--- src/rtl/uart_rx_fifo.sv ---
// uart_rx_fifo: UART receiver feeding a first-word fall-through FIFO with sticky error flags.
// Define UART_RX_PARITY_EN to add a parity bit (sense chosen by PARITY_ODD) after the data bits.
module uart_rx_fifo #(
   parameter int CLKS_PER_BIT = 1000,
   parameter int DATA_BITS    = 8,
   parameter int DEPTH        = 16,
   parameter int PARITY_ODD   = 0
) (
   input  logic                       clk,
   input  logic                       rst_n,
   input  logic                       rx,
   input  logic                       re,
   input  logic                       clr,
   output logic [DATA_BITS-1:0]       dout,
   output logic                       empty,
   output logic                       full,
   output logic [$clog2(DEPTH+1)-1:0] level,
   output logic                       frame_err,
   output logic                       overrun,
   output logic                       parity_err
);
   localparam int CW = $clog2(CLKS_PER_BIT);
   localparam int AW = $clog2(DEPTH);
   localparam int LW = $clog2(DEPTH+1);
   localparam logic [2:0] IDLE   = 3'd0;
   localparam logic [2:0] START  = 3'd1;
   localparam logic [2:0] DATA   = 3'd2;
   localparam logic [2:0] STOP   = 3'd4;
`ifdef UART_RX_PARITY_EN
   localparam logic [2:0] PARITY = 3'd3;
   localparam logic [2:0] AFTER_DATA = PARITY;
`else
   localparam logic [2:0] AFTER_DATA = STOP;
`endif
   logic                 rx_m, rx_s;
   logic [2:0]           state;
   logic [CW-1:0]        cnt;
   logic [3:0]           idx;
   logic [DATA_BITS-1:0] shreg;
   logic [DATA_BITS-1:0] mem [DEPTH];
   logic [AW-1:0]        wp, rp;
   logic [LW-1:0]        count;
   logic                 mid, bit_end, accept, push, pop, ferr_set, ovr_set, par_bad;
   assign mid      = cnt == CW'((CLKS_PER_BIT-1)/2);
   assign bit_end  = cnt == CW'(CLKS_PER_BIT-1);
   assign accept   = state == STOP && bit_end && rx_s && !par_bad;
   assign ferr_set = state == STOP && bit_end && !rx_s;
   assign pop      = re && !empty;
   assign push     = accept && (!full || re);
   assign ovr_set  = accept && full && !re;
   assign empty    = count == '0;
   assign full     = count == LW'(DEPTH);
   assign level    = count;
   assign dout     = empty ? '0 : mem[rp];
   always_ff @(posedge clk or negedge rst_n) begin
      if (!rst_n) begin
         rx_m <= 1'b1;
         rx_s <= 1'b1;
      end else begin
         rx_m <= rx;
         rx_s <= rx_m;
      end
   end
   always_ff @(posedge clk or negedge rst_n) begin
      if (!rst_n) begin
         state <= IDLE;
         cnt   <= '0;
         idx   <= '0;
         shreg <= '0;
      end else begin
         case (state)
            IDLE: begin
               cnt <= '0;
               idx <= '0;
               if (!rx_s) state <= START;
            end
            START: begin
               cnt <= mid ? '0 : cnt + CW'(1);
               if (mid) state <= rx_s ? IDLE : DATA;
            end
            DATA: begin
               cnt <= bit_end ? '0 : cnt + CW'(1);
               if (bit_end) begin
                  shreg <= {rx_s, shreg[DATA_BITS-1:1]};
                  idx   <= idx + 4'd1;
                  if (idx == 4'(DATA_BITS-1)) state <= AFTER_DATA;
               end
            end
`ifdef UART_RX_PARITY_EN
            PARITY: begin
               cnt <= bit_end ? '0 : cnt + CW'(1);
               if (bit_end) state <= STOP;
            end
`endif
            STOP: begin
               cnt <= cnt + CW'(1);
               if (bit_end) state <= IDLE;
            end
            default: state <= IDLE;
         endcase
      end
   end
`ifdef UART_RX_PARITY_EN
   logic perr_set;
   assign perr_set = state == PARITY && bit_end && ((^shreg ^ rx_s) != PARITY_ODD[0]);
   // par_bad remembers a parity miss so the following stop sample discards the frame
   always_ff @(posedge clk or negedge rst_n) begin
      if (!rst_n) begin
         par_bad    <= 1'b0;
         parity_err <= 1'b0;
      end else begin
         par_bad    <= state == IDLE ? 1'b0 : par_bad || perr_set;
         parity_err <= (parity_err && !clr) || perr_set;
      end
   end
`else
   assign par_bad    = 1'b0;
   assign parity_err = 1'b0;
`endif
   always_ff @(posedge clk or negedge rst_n) begin
      if (!rst_n) begin
         wp        <= '0;
         rp        <= '0;
         count     <= '0;
         frame_err <= 1'b0;
         overrun   <= 1'b0;
      end else begin
         wp        <= push ? wp + AW'(1) : wp;
         rp        <= pop ? rp + AW'(1) : rp;
         count     <= count + LW'(push) - LW'(pop);
         frame_err <= (frame_err && !clr) || ferr_set;
         overrun   <= (overrun && !clr) || ovr_set;
      end
   end
   always_ff @(posedge clk)
      if (push) mem[wp] <= shreg;
endmodule

--- config.mk ---
export PLATFORM = sky130hd
export DESIGN_NAME = uart_rx_fifo
export DESIGN_NICKNAME = d
export VERILOG_FILES = /design/src/rtl/uart_rx_fifo.sv
export SDC_FILE = /design/constraint.sdc
export NUM_CORES = 1
export LEC_CHECK = 0
export CORE_ASPECT_RATIO = 1.5
export CORE_MARGIN = 5
export CORE_UTILIZATION = 30
export DETAILED_ROUTE_END_ITERATION = 16
export DONT_BUFFER_PORTS = 1
export SYNTH_ARGS = -nofsm -noshare
export SYNTH_HDL_FRONTEND = slang
export SYNTH_SLANG_ARGS = --single-unit
--- constraint.sdc ---
create_clock -name clk -period 6.46 [get_ports clk]
set_clock_uncertainty 0.15 [all_clocks]
set_input_delay 1.292 -clock clk [delete_from_list [all_inputs] [get_ports clk]]
set_output_delay 1.292 -clock clk [all_outputs]
set_load 0.02 [all_outputs]
==> results of run 1 <==
==> flip-flops by register name (all words and copies together) (netlist names) <==
name	flops
state	3
rx_m	1
level	5
idx	4
rx_s	1
mem	128
cnt	10
rp	4
frame_err	1
wp	4
shreg	8
overrun	1
==> per-stage QoR <==
step                power (mW)  instance area (um2)
finish                    2.64                 8050
detailed placement        1.67                 7450
CTS                       2.68                 8050
floorplan                 1.59                 7120
global placement          1.65                 7450
global route              2.76                 8050
==> worst max-delay path, delay by kind of cell (launching register included) <==
kind / cells / cell delay, ps
flip-flops: 1 / 590
multiplexers: 2 / 1060
AND/OR/NAND/NOR: 1 / 220
buffers and inverters: 1 / 500
==> final cells by class <==
type	count	area, um2
fillers	2213	15500
flip-flops and latches	170	4900
multi-input cells	211	2100
clock buffers	17	425
well taps	319	399
clock inverters	15	175
inverters	11	41.3
repair buffers	2	15.0
==> cells in the mapped netlist (4+ instances only) <==
master / count
sky130_fd_sc_hd__ha_1: 13
sky130_fd_sc_hd__o21ai_0: 5
sky130_fd_sc_hd__inv_1: 11
sky130_fd_sc_hd__buf_1: 4
sky130_fd_sc_hd__clkbuf_1: 7
sky130_fd_sc_hd__mux2_2: 10
sky130_fd_sc_hd__nor3_1: 5
sky130_fd_sc_hd__nand2b_1: 4
sky130_fd_sc_hd__mux4_2: 40
sky130_fd_sc_hd__a21oi_1: 12
sky130_fd_sc_hd__xnor2_1: 8
sky130_fd_sc_hd__a22o_1: 5
sky130_fd_sc_hd__dfrtp_1: 40
sky130_fd_sc_hd__nand3_1: 9
sky130_fd_sc_hd__nand2_1: 19
sky130_fd_sc_hd__nor2b_1: 10
sky130_fd_sc_hd__a21o_1: 4
sky130_fd_sc_hd__edfxtp_1: 128
sky130_fd_sc_hd__nor2_1: 26
sky130_fd_sc_hd__and3_1: 5
==> routing by layer <==
| metal | vias up | track usage (%) |
|---|---|---|
| met1 | 1807 | 13.4 |
| met3 | 27 | 2.76 |
| met4 | 0 | 4.45 |
| met2 | 89 | 18.8 |
| met5 | - | 0 |
| li1 | 1610 | - |
==> worst max-delay path by stage <==
| stage | start | end | slack (ps) | cells past startpoint |
|---|---|---|---|---|
| global route | rp[0] | dout[6] | 2030 | 4 |
| detailed placement | rp[0] | dout[6] | 2600 | 4 |
| finish | rp[0] | dout[6] | 2220 | 4 |
| floorplan | level[3] | level[4] | 3020 | 15 |
| global placement | rp[0] | dout[7] | 2620 | 4 |
| CTS | rp[0] | dout[6] | 2140 | 4 |
==> kinds of logic (layout without fill, tap and decap cells) <==
logic type | count (synthesis) | after routing
other | 1 | 1
muxes | 50 | 50
adders and majority gates | 14 | 14
DFF | 170 | 170
and+or+nand+nor | 97 | 97
xor gates and xnor gates | 11 | 11
buffers and inverters | 31 | 45
AOI/OAI and AO/OA | 38 | 38
==> report_power, final <==
| group | switching [mW] | internal, mW | total [mW] | leakage, nW |
|---|---|---|---|---|
| clock network | 0.464 | 0.552 | 1.02 | 0.288 |
| registers | 0.110 | 1.19 | 1.30 | 2.02 |
| logic | 0.157 | 0.167 | 0.323 | 0.871 |
==> flow_summary.toml, run 1 <==
[power_and_ir_drop]
max-vdd-ir-drop_mv = 0.198
power_per_cell_area_mw_per_mm2 = 328
p_leak_nw = 3.18

[clock_tree]
max-clock-path-buffers = 2
cts_root_buffer = "sky130_fd_sc_hd__clkbuf_16"
inserted_clock_buffers = 17
tritoncts = "done"
cts.htree.levels = 4
cts.sink_count = 170
cts.reportedPaths.clkPinSlew_ps = 70
cts_resized = 0
post_cts_hold_buffer_count = 0
clk-insertion-delay-late_ps = 430
postCtsSetupRepairBufs = 0

[yosys]
yosysTopAreaCellShare_pct = 54.0
syn_inst = 412
post_synth_main_area_contributors = "sky130_fd_sc_hd__edfxtp_1 (54%), sky130_fd_sc_hd__dfrtp_1 (14%), sky130_fd_sc_hd__mux4_2 (13%)"
postSynth.asyncResetShare_pct = 24.7
post_synth_and_or_nand_nor_area_fraction_pct = 7.29
synth-adder-area-share_pct = 2.57
postSynthRegisterBits = 170
synth_top_cell_by_area = "sky130_fd_sc_hd__edfxtp_1"
nets_in_the_synthesized_netlist = 431
synth_cell_types = 47
yosys-mux-area-fraction_pct = 14.2
synth_edf_count = 128
synth_top_family_by_area = "multiplexers"
xor_xnor_fraction_of_synth_area_pct = 1.35
yosys_warnings = 0
syn-mean-instance-area_um2 = 17.3
synth_sequential_area_ratio_pct = 68.8
synth.cell_area_mm2 = 0.00712
synth_area_in_compound_gates_pct = 3.57
synth_flop_cell = "sky130_fd_sc_hd__edfxtp_1"

[sta]
post-route-worst-setup-slack_ps = 2220
finalSetupTns_ps = 0
timing.fmax_mhz = 236
finalCritPeriodShare_pct = 65.7
max_slew_violation_count = 0
timing.final.setup_violations = 0
slew_headroom_pct = 24.3
grt_setup_unrepaired = "no"
finalHoldWorstSlack_ps = 207
worst-slew-pin-transition_ps = 1130
finalHoldViolCount = 0
final.min_clock_period_ps = 4240

[floorplan]
floorplan.core_area_mm2 = 0.0236
chip_width_um = 136
die_area_mm2 = 0.0270
fp_rows = 69
start_util_pct = 30.2
io_pins = 23
floorplan.die.height_um = 199

[worst_setup_path]
worstRegToRegCells = 14
worst-r2r-setup-slack_ps = 2680
required_ps = 5020
path_cells = "buf_4, mux4_2, mux4_2, nor2b_1"
cp_data_arrival_time_ps = 2800
critPathSlowestCell = "sky130_fd_sc_hd__dfrtp_2"
timing.setup.critical_path_class = "register to primary output"
timing.rr.end = "level[4]"
endpoint_kind = "primary output"
timing.rr.start = "level[3]"
critPathLaunchType = "register"
maximum_fanout_along_the_worst_path = 24
cp_common_cell = "sky130_fd_sc_hd__mux4_2"
critical-path-max-stage-delay_ps = 590

[cells_and_area]
final_common_cell = "sky130_fd_sc_hd__edfxtp_1"
layout.cells.non_filler = 745
proportion_of_layout_cells_with_a_drive_suffix_above_1_pct = 23.0
diodes = 0
layout.cells.most_common_list = "sky130_fd_sc_hd__edfxtp_1 (128), sky130_fd_sc_hd__mux4_2 (40), sky130_fd_sc_hd__dfrtp_1 (39), sky130_fd_sc_hd__nor2_1 (26), sky130_fd_sc_hd__nand2_1 (19)"
fin_nets = 432
area_growth_pct = 13.1
post-route-util_pct = 34.2

[placed_design]
numPortBuffers = 0
dpl_worst_slack_ps = 2600
placedCellCount = 713
routabilityCongestion = 0.756
detailed_place_hpwl_mm = 9.02

[detailed_routing]
detail_route.wirelength_mm = 13.9
route.detailed.wl_per_inst_um = 18.6
met1Wirelength_mm = 5.48
detail-route-antenna-nets = 0
dr_wl_met2_mm = 7.29
vias = 3533
firstDrtPassIters = 5
drc = 0
met3WireLength_um = 731
post_drt_via_cell_ratio = 4.74
detail_route.iter0.violations = 318
top_layer_used = "met4"

[grt]
grt_usage_pct = 11.0
antenna_found_initial = 0
grt_pass1_vias = 3792
grt_max_degree = 43
first_pass_grt_wire_length_mm = 22.1
remaining_global_route_overflow = 0

[hold_path]
holdCritPathClass = "register to register"
timing.hold.worst_endpoint = "rx_s"
hold-path-cell-count = 0
holdCritStartpoint = "rx_m"

[run]
max_cap_violations = 0

[run_status]
status = "complete, no violations"
No activity file was read; power rests on OpenSTA's default activity.
==> run 2: changes to the inputs <==
==> constraint.sdc (replaced) <==
create_clock -name clk -period 4.2 [get_ports clk]
set_clock_uncertainty 0.15 [all_clocks]
set_input_delay 0.84 -clock clk [delete_from_list [all_inputs] [get_ports clk]]
set_output_delay 0.84 -clock clk [all_outputs]
set_load 0.02 [all_outputs]
==> run 2 against run 1 <==
Sequential cell count stayed put. Sequential power is 53% higher. Worst hold slack worse by 110 ps. Critical endpoint is now dout[5]. Largest cell class unchanged. Largest power group unchanged. Highest routed layer unchanged.
==> flow_summary.toml, run 2 (synthesis gave the netlist of run 1 again) <==
[cells_and_area]
diodes = 0
area_growth_pct = 15.7
fin_nets = 447
layout.cells.most_common_list = "sky130_fd_sc_hd__edfxtp_1 (128), sky130_fd_sc_hd__mux4_2 (40), sky130_fd_sc_hd__dfrtp_1 (39), sky130_fd_sc_hd__nor2_1 (26), sky130_fd_sc_hd__nand2_1 (19)"
largest_register_ffs = 128
largest_register = "mem"
largest_registers = "mem (128), cnt (10), shreg (8)"
proportion_of_layout_cells_with_a_drive_suffix_above_1_pct = 24.3
final_common_cell = "sky130_fd_sc_hd__edfxtp_1"

[sta]
finalHoldViolCount = 0
finalSetupTns_ps = 0
slew_headroom_pct = 46.1
timing.final.setup_violations = 0
worst-slew-pin-transition_ps = 806
timing.fmax_mhz = 289
max_slew_violation_count = 0
final.min_clock_period_ps = 3460
grt_setup_unrepaired = "no"
post-route-worst-setup-slack_ps = 735
finalCritPeriodShare_pct = 82.5

[floorplan]
floorplan.core_area_mm2 = 0.0236
io_pins = 23
fp_rows = 69
die_area_mm2 = 0.0270
chip_width_um = 136
start_util_pct = 30.2
floorplan.die.height_um = 199

[hold_path]
holdCritPathClass = "input pin to asynchronous set/reset pin"

[run_status]
status = "complete, no violations"

[clock_tree]
post_cts_hold_buffer_count = 1
inserted_clock_buffers = 17
cts.htree.levels = 4
postCtsSetupRepairBufs = 0
max-clock-path-buffers = 2
cts.reportedPaths.clkPinSlew_ps = 70
tritoncts = "done"
cts_root_buffer = "sky130_fd_sc_hd__clkbuf_16"
cts_resized = 0
cts.sink_count = 170
clk-insertion-delay-late_ps = 420

[worst_setup_path]
startpoint = "rp[0]"
required_ps = 3210
maximum_fanout_along_the_worst_path = 31
critPathLaunchType = "register"
cp_data_arrival_time_ps = 2470
timing.rr.start = "level[2]"
timing.setup.critical_path_class = "register to primary output"
endpoint_kind = "primary output"

[detailed_routing]
detail-route-antenna-nets = 0
drc = 0
firstDrtPassIters = 5
met1Wirelength_mm = 5.23
detail_route.wirelength_mm = 13.3
detail_route.iter0.violations = 258
dr_wl_met2_mm = 7.23
top_layer_used = "met4"
post_drt_via_cell_ratio = 4.70
vias = 3573
met3WireLength_um = 644
route.detailed.wl_per_inst_um = 17.5

[grt]
antenna_found_initial = 0
first_pass_grt_wire_length_mm = 21.4
remaining_global_route_overflow = 0
grt_pass1_vias = 3816
grt_max_degree = 41
grt_usage_pct = 10.5

[power_and_ir_drop]
p_leak_nw = 3.29
power_per_cell_area_mw_per_mm2 = 521
max-vdd-ir-drop_mv = 0.482

[placed_design]
numPortBuffers = 0
dpl_worst_slack_ps = 833
routabilityCongestion = 0.743
detailed_place_hpwl_mm = 8.88

[run]
max_cap_violations = 0
==> run 2: per-layer routing <==
metal / vias to the layer above / GRT usage, %
li1: 1630 / -
met1: 1832 / 12.5
met2: 93 / 18.9
met3: 18 / 2.61
met4: 0 / 3.18
met5: - / 0
==> run 2: final timing paths <==
path,endpoint,slack [ps],cells after the start
worst max-delay path,dout[5],740,4
worst min-delay path,level[4],100,1
worst max register to register,level[4],820,15
worst min register to register,rx_s,210,0
max in group asynchronous,shreg[3],3590,1
min in group clk,rx_s,210,0
==> run 2: critical path: stages, from the launching register on <==
cell and delay (ps):
sky130_fd_sc_hd__dfrtp_2 470, sky130_fd_sc_hd__buf_12 280, sky130_fd_sc_hd__mux4_2 570, sky130_fd_sc_hd__mux4_2 490
sky130_fd_sc_hd__nor2b_1 220
==> run 2: stage by stage <==
step	power [mW]	instance area [um2]	cells	hold WS, ps	util, %
global placement	2.57	7550	727	199	32.0
detailed placement	2.58	7550	727	203	32.0
finish	4.30	8240	760	97.6	35.0
floorplan	2.45	7120	412	195	-
CTS	4.35	8240	760	91.8	35.0
global route	4.48	8240	760	86.5	35.0
==> run 2: layout make-up <==
type                    count  area, um2
fillers                  2198      15300
flip-flops and latches    170       4900
multi-input cells         211       2080
clock buffers              18        429
well taps                 319        399
clock inverters            14        243
repair buffers             17        153
inverters                  11       41.3
==> run 2: report_power, final <==
group | switching (mW) | internal (mW) | leakage, nW
combinational | 0.273 | 0.276 | 0.941
clock | 0.639 | 1.12 | 0.324
sequential | 0.149 | 1.84 | 2.02
